## config.mk

```make
export PLATFORM = sky130hd
export DESIGN_NAME = dff_pipe
export DESIGN_NICKNAME = d
export VERILOG_FILES = /design/src/rtl/dff.sv /design/src/rtl/dff_pipe_stage.sv /design/src/rtl/dff_pipe.sv
export SDC_FILE = /design/constraint.sdc
export NUM_CORES = 1
export LEC_CHECK = 0
export ABC_AREA = 1
export BUFFER_PORTS_ARGS = -buffer_cell sky130_fd_sc_hd__buf_2
export CORE_AREA = 2 2 39 41
export CTS_BUF_LIST = sky130_fd_sc_hd__clkbuf_16
export DETAILED_ROUTE_END_ITERATION = 10
export DIE_AREA = 0 0 41 43
export GPL_ROUTABILITY_DRIVEN = 0
export PLACE_DENSITY = 0.42
export SLEW_MARGIN = 10
export SYNTH_ARGS = -nofsm -noshare
export SYNTH_HDL_FRONTEND = slang
export SYNTH_SLANG_ARGS = --single-unit
```

## constraint.sdc

```tcl
create_clock -name clk -period 1.49 [get_ports clk]
set_input_delay 0.0745 -clock clk [delete_from_list [all_inputs] [get_ports clk]]
set_output_delay 0.0745 -clock clk [all_outputs]
set_load 0.005 [all_outputs]
```

## src/rtl/dff.sv

```systemverilog
// Enable-gated register with synchronous active-high reset to RST_V.
module dff #(
    parameter int              SIZE  = 1,
    parameter logic [SIZE-1:0] RST_V = '0
) (
    input  logic            clk,
    input  logic            rst,
    input  logic            en,
    input  logic [SIZE-1:0] d,
    output logic [SIZE-1:0] q
);

    logic [SIZE-1:0] r_q;

    always_ff @(posedge clk) begin
        if (rst)     r_q <= RST_V;
        else if (en) r_q <= d;
    end

    assign q = r_q;

endmodule

```

## src/rtl/dff_pipe_stage.sv

```systemverilog
// One elastic pipeline stage: valid flag plus data register, with flush and
// optional zeroisation so an empty stage never keeps a stale share value.
module dff_pipe_stage #(
    parameter int              SIZE  = 1,
    parameter logic [SIZE-1:0] RST_V = '0,
    parameter int              ZERO  = 1
) (
    input  logic            clk,
    input  logic            rst,
    input  logic            clr,
    input  logic            adv,
    input  logic            v_in,
    input  logic [SIZE-1:0] d_in,
    output logic            v_q,
    output logic [SIZE-1:0] d_q
);

    logic            r_v;
    logic            w_en;
    logic [SIZE-1:0] w_d;

    always_ff @(posedge clk) begin
        if (rst || clr) r_v <= 1'b0;
        else if (adv)   r_v <= v_in;
    end

    // Without zeroisation a flush leaves the data register untouched.
    assign w_en = clr ? (ZERO != 0) : adv;
    assign w_d  = ((ZERO != 0) && (clr || !v_in)) ? RST_V : d_in;

    dff #(.SIZE(SIZE), .RST_V(RST_V)) u_dff (
        .clk (clk),
        .rst (rst),
        .en  (w_en),
        .d   (w_d),
        .q   (d_q)
    );

    assign v_q = r_v;

endmodule

```

## src/rtl/dff_pipe.sv

```systemverilog
// Elastic register pipeline of DEPTH stages with valid/ready handshake,
// bubble collapsing, synchronous flush and occupancy count.
module dff_pipe #(
    parameter int              SIZE  = 1,
    parameter int              DEPTH = 2,
    parameter logic [SIZE-1:0] RST_V = '0,
    parameter int              ZERO  = 1,
    localparam int             CNT_W = $clog2(DEPTH + 1)
) (
    input  logic             clk,
    input  logic             rst,
    input  logic [SIZE-1:0]  in_data,
    input  logic             in_valid,
    output logic             in_ready,
    output logic [SIZE-1:0]  out_data,
    output logic             out_valid,
    input  logic             out_ready,
    input  logic             flush,
    output logic [CNT_W-1:0] count
);

    logic [DEPTH-1:0]           w_v;
    logic [DEPTH-1:0]           w_adv;
    logic [DEPTH-1:0]           w_vin;
    logic [DEPTH-1:0][SIZE-1:0] w_din;
    logic [DEPTH-1:0][SIZE-1:0] w_d;
    logic                       w_accept;
    logic                       w_consume;
    logic [CNT_W-1:0]           r_count;

    // A stage may advance if any stage from it to the output is empty or the
    // consumer takes the last word; this is what collapses bubbles.
    always_comb begin
        logic a;
        a     = out_ready;
        w_adv = '0;
        for (int k = DEPTH - 1; k >= 0; k--) begin
            a        = a | ~w_v[k];
            w_adv[k] = a;
        end
    end

    genvar k;
    generate
        for (k = 0; k < DEPTH; k++) begin : g_stage
            if (k == 0) begin : g_head
                assign w_vin[k] = in_valid;
                assign w_din[k] = in_data;
            end else begin : g_body
                assign w_vin[k] = w_v[k-1];
                assign w_din[k] = w_d[k-1];
            end

            dff_pipe_stage #(.SIZE(SIZE), .RST_V(RST_V), .ZERO(ZERO)) u_stage (
                .clk  (clk),
                .rst  (rst),
                .clr  (flush),
                .adv  (w_adv[k]),
                .v_in (w_vin[k]),
                .d_in (w_din[k]),
                .v_q  (w_v[k]),
                .d_q  (w_d[k])
            );
        end
    endgenerate

    assign in_ready  = w_adv[0] & ~flush & ~rst;
    assign out_valid = w_v[DEPTH-1];
    assign out_data  = w_d[DEPTH-1];
    assign w_accept  = in_valid & in_ready;
    assign w_consume = out_valid & out_ready;

    always_ff @(posedge clk) begin
        if (rst || flush) r_count <= '0;
        else              r_count <= r_count + CNT_W'(w_accept) - CNT_W'(w_consume);
    end

    assign count = r_count;

endmodule

```

After elaboration in Yosys (flattened, before gate mapping). Index checks and enable logic that the tools add are counted.

Reductions and logical operators: 5. Bitwise gates (word level): 10. Add/subtract/negate cells: 2. Multiplexer cells: 4.

Operator list (number): bitwise AND 1 bit (4); two-way mux 1 bit (4); NOT 1 bit (4); logical OR 1 bit (3); adder 2 x 1 -> 2 bit (1); zero test 1 bit (2); OR 1 bit (2); subtractor 2 x 1 -> 2 bit (1).

Logic and storage cells: 26. Input port bits: 6. Output and inout port bits: 5. Flip-flop bits (word level): 6.

Depth between registers and ports, before layout.
Depth after elaboration: 8. Depth in mapped cells: 15.

Cells and area by module. A second synthesis with hierarchy kept.

Cells, all modules: 58. Area total of the unflattened synthesis: 372.9 µm².

Modules (own cells, without submodules): dff_pipe (sequential area each 40.0 µm², area each 165.2 µm², cells each 24, times used 1); dff_pipe_stage (sequential area each 20.0 µm², area each 58.8 µm², cells each 10, times used 2); dff (sequential area each 20.0 µm², area each 45.0 µm², cells each 7, times used 2).

Least setup slack after synthesis. No wires, ideal clock.

Kind: register -> register. Start point: register g_stage[1].u_stage.r_v. End point: register r_count[1], in the netlist count[1]. Buffers on the path: 0. Setup slack: -0.030 ns. Period minus slack after synthesis: 1.520 ns. Data required time: 1.377 ns. Library setup time: 0.113 ns. Cell stages (with the launch flop): 16. Arrival: 1.407 ns. Cells stage by stage: dfxtp_1 inv_1 nor2_4 nand2_2 nand2_1 inv_1 nand2_1 ha_1 inv_1 ha_1 inv_1 nand2_1 nand2_1 nand2_1 nand2_1 nor2_1.

Longest elaborated chain between the ends: 8. Elaborated cells between the ends (all ways): 9. Classes of those cells: add/sub (2); bitwise (7).

Ends and longest elaborated chain: from (decl) (line dff_pipe_stage.sv:18) `logic r_v;`; from (signal assigned) (line dff_pipe_stage.sv:24) `else if (adv) r_v <= v_in;`; NOT 1 bit (line dff_pipe.sv:38) `a = a | ~w_v[k];`; OR 1 bit (2 in series) (line dff_pipe.sv:38); bitwise AND 1 bit (2 in series) (line dff_pipe.sv:67) `assign in_ready = w_adv[0] & ~flush & ~rst;`; net in_ready (line dff_pipe.sv:14) `output logic in_ready,`; bitwise AND 1 bit (line dff_pipe.sv:70) `assign w_accept = in_valid & in_ready;`; adder 2 x 1 -> 2 bit (line dff_pipe.sv:75) `else r_count <= r_count + CNT_W'(w_accept) - CNT_W'(w_consume);`; subtractor 2 x 1 -> 2 bit (line dff_pipe.sv:75); to (signal assigned) (line dff_pipe.sv:75); to (decl) (line dff_pipe.sv:29) `logic [CNT_W-1:0] r_count;`.

The timed path passes the listed nets, and every way through them passes these cells. A chain may end at the register's enable or synchronous reset.

Worst setup path in the final report.
Start point: register g_stage[1].u_stage.r_v. End point: register r_count[1], in the netlist count[1].

Longest elaborated chain between the ends: 8. Elaborated cells between the ends (all ways): 9. Classes of those cells: add/sub (2); bitwise (7).

Ends and longest elaborated chain (line): NOT 1 bit (dff_pipe.sv:38); OR 1 bit (2 in series) (dff_pipe.sv:38); bitwise AND 1 bit (2 in series) (dff_pipe.sv:67); bitwise AND 1 bit (dff_pipe.sv:70); adder 2 x 1 -> 2 bit (dff_pipe.sv:75); subtractor 2 x 1 -> 2 bit (*) (dff_pipe.sv:75).

Every way passes the cells marked *; elsewhere a longest branch is shown, timed or not.

==> run summary <==
Syn. warnings: 0
Critical Path Source Type: flop
Tot Pwr: 0.655 mW
FILL cells: 135
Die W: 41 µm
pre-CTS WS: -30.7 ps
met2 Usage GRT: 16.3%
Hold Startpoint: rst
Synth Area in Compound Gates: 3.17%
register area: 121 µm²
Multi-input gate area: 181 µm²
WL per Instance: 8.74 µm
global routing met1 resource utilization: 10.6%
largest net degree at the start of global routing: 5
layout cells sized above 1: 49.3%
worst hold path type: in -> reg
Via Count: 343
clk slew on worst S/H paths: 30 ps
initial antenna violation count: 0
outcome: finished clean
input/output buffers: 10
ANT nets after route: 0
Mapped Nets: 57
Hold Vio Cnt, Final: 0
fmax: 672 MHz
met3 usage: 4.71%
CTS tree: built
first-pass GRT wire length: 1200 µm
final wirelength: 760 µm
Core ar.: 0.00138 mm²
DR iter-0 viols: 2
Leak: 0.288 nW
fin nets: 81
Worst Hold Endpoint: g_stage[1].u_stage.u_dff.q
final worst slack: 1.14 ps
final hold slack: 115 ps
Slew @ Worst Pin: 191 ps
Initial Utilization: 22.8%
Inserted Clock Buffers: 3
Area Growth Syn to Fin: 79.0%
Final Util: 40.8%
IO Pins: 11
Final Cell Area: 564 µm²
H-tree depth: 1
final-report setup violation count: 0
clk_lat worst skew: 230 ps
vias in the first global route: 310
Ant. Diodes: 0
gr ovfl total: 0
CP arrival: 1610 ps
Max-cap violations: 0
cells after synthesis: 49
GRT Max-Usage Layer: met2
residual DRC count: 0
mux cell area share after synthesis: 0%
Synth Area in Simple Gates: 35.3%
CP endpoint kind: flop
die area: 0.00176 mm²
Slew headroom: 87.2%
largest family of logic cells by synthesized area: simple AND/OR/NAND/NOR gates
TritonRoute pass-1 iters: 4
Setup CP Type: reg -> reg
post-synthesis register bit count: 6
CTS Sinks: 6
Hold Path Depth: 4
All-Layer GR Usage: 11.5%
Tcrit/Tclk final: 99.9%
Avg Inst Size Synth: 6.43 µm²
path depth of the worst reg2reg path: 15
most frequent cells in the layout: nand2_1 (10), buf_2 (10), inv_1 (9), buf_4 (9), nor2_1 (7)
Worst VDD drop: 0.000500 V
Seq/Total Area, Yosys: 38.1%
clock skew: 1.24 ps
Final min period: 1490 ps
Max Slew Vio Count: 0
root buffer cell: clkbuf_16
Rows: 14
FF-to-FF End: count[1]
pwr/cell area: 1160 mW/mm²
reg2reg start: g_stage[1].u_stage.v_q
hpwl dp: 492 µm
Post-Syn Area: 315 µm²
RSZ-0062 raised after global routing: yes
Vias/cell: 3.94
maximum buffer depth of the clock tree: 2
Critical Path Fanout Max: 2
# hold bufs at CTS: 0
Yosys cell types: 9
die extent in y: 43 µm
Placed Area: 432 µm²
WP data required: 1610 ps
crit path from: g_stage[1].u_stage.v_q
XOR/XNOR Fraction of Synth Area: 0%
Synth Area in Adders: 7.94%
Reg2Reg Setup Slack: 1 ps
state kept, by name, indices dropped and copies added, names as in the netlist:
name                     count
count                        2
g_stage.u_stage.v_q          2
g_stage.u_stage.u_dff.q      2
Yosys cell counts, drive strengths merged:
master / n / share of area (%)
a21oi: 2 / 3.2
dfxtp: 6 / 38
ha: 2 / 7.9
inv: 13 / 15
nand2: 15 / 19
nand3: 3 / 4.8
nor2: 8 / 12
where the power goes:
part / switching [mW] / internal (mW) / total (mW)
Combinational: 0.0235 / 0.0254 / 0.0489
Clock: 0.0935 / 0.345 / 0.438
Sequential: 0.00266 / 0.165 / 0.168
per-stage QoR:
step | std cells | setup TNS (ps)
4_1_cts | 86 | 0
3_3_place_gp | 81 | -25.1
5_1_grt | 87 | -66.7
3_5_place_dp | 81 | -30.7
2_1_floorplan | 49 | 0
6_report | 87 | 0
worst max-delay path, stage by stage (launching register included):
cell	delay, ps
dfxtp_2	310
inv_2	60
nor2_4	40
nand2_2	60
nand2_2	50
inv_2	60
nand2_2	60
ha_4	260
inv_2	40
ha_4	150
inv_2	50
nand2_2	50
nand2_2	70
nand2_1	50
nand2_1	50
nor2_1	30
worst max-delay path by stage:
| stage | endpoint | slack [ps] | cells past startpoint |
|---|---|---|---|
| floorplan | count[1] | 2 | 15 |
| global placement | count[1] | -30 | 15 |
| detailed placement | count[1] | -30 | 15 |
| CTS | count[1] | 10 | 14 |
| global route | count[1] | -70 | 15 |
| finish | count[1] | 1 | 15 |
routing by layer:
| layer | vias up | part of all wire, % |
|---|---|---|
| li1 | 186 | - |
| met3 | 5 | 4.9 |
| met2 | 11 | 51 |
| met1 | 141 | 39 |
| met5 | - | 0 |
| met4 | 0 | 5.3 |
cell type report:
| cell class | count | share of cell area, % |
|---|---|---|
| Timing Repair Buffer | 19 | 20.8 |
| Tap cell | 16 | 3.55 |
| Clock buffer | 3 | 13.3 |
| Inverter | 13 | 8.65 |
| Multi-Input combinational cell | 30 | 32.2 |
| Sequential cell | 6 | 21.5 |
timing repair:
| action | in CTS | in global routing |
|---|---|---|
| cloned | 0 | 0 |
| endpoints found under the setup margin | 1 | 1 |
| resized for setup | 6 | 4 |
| setup buffers | 2 | 1 |
| pin swaps | 4 | 4 |
logic make-up after synthesis:
group           Yosys count
simple gates             26
buf+inv                  13
flops                     6
fa+ha+maj                 2
compound gates            2
No activity file was read; power rests on OpenSTA's default activity.
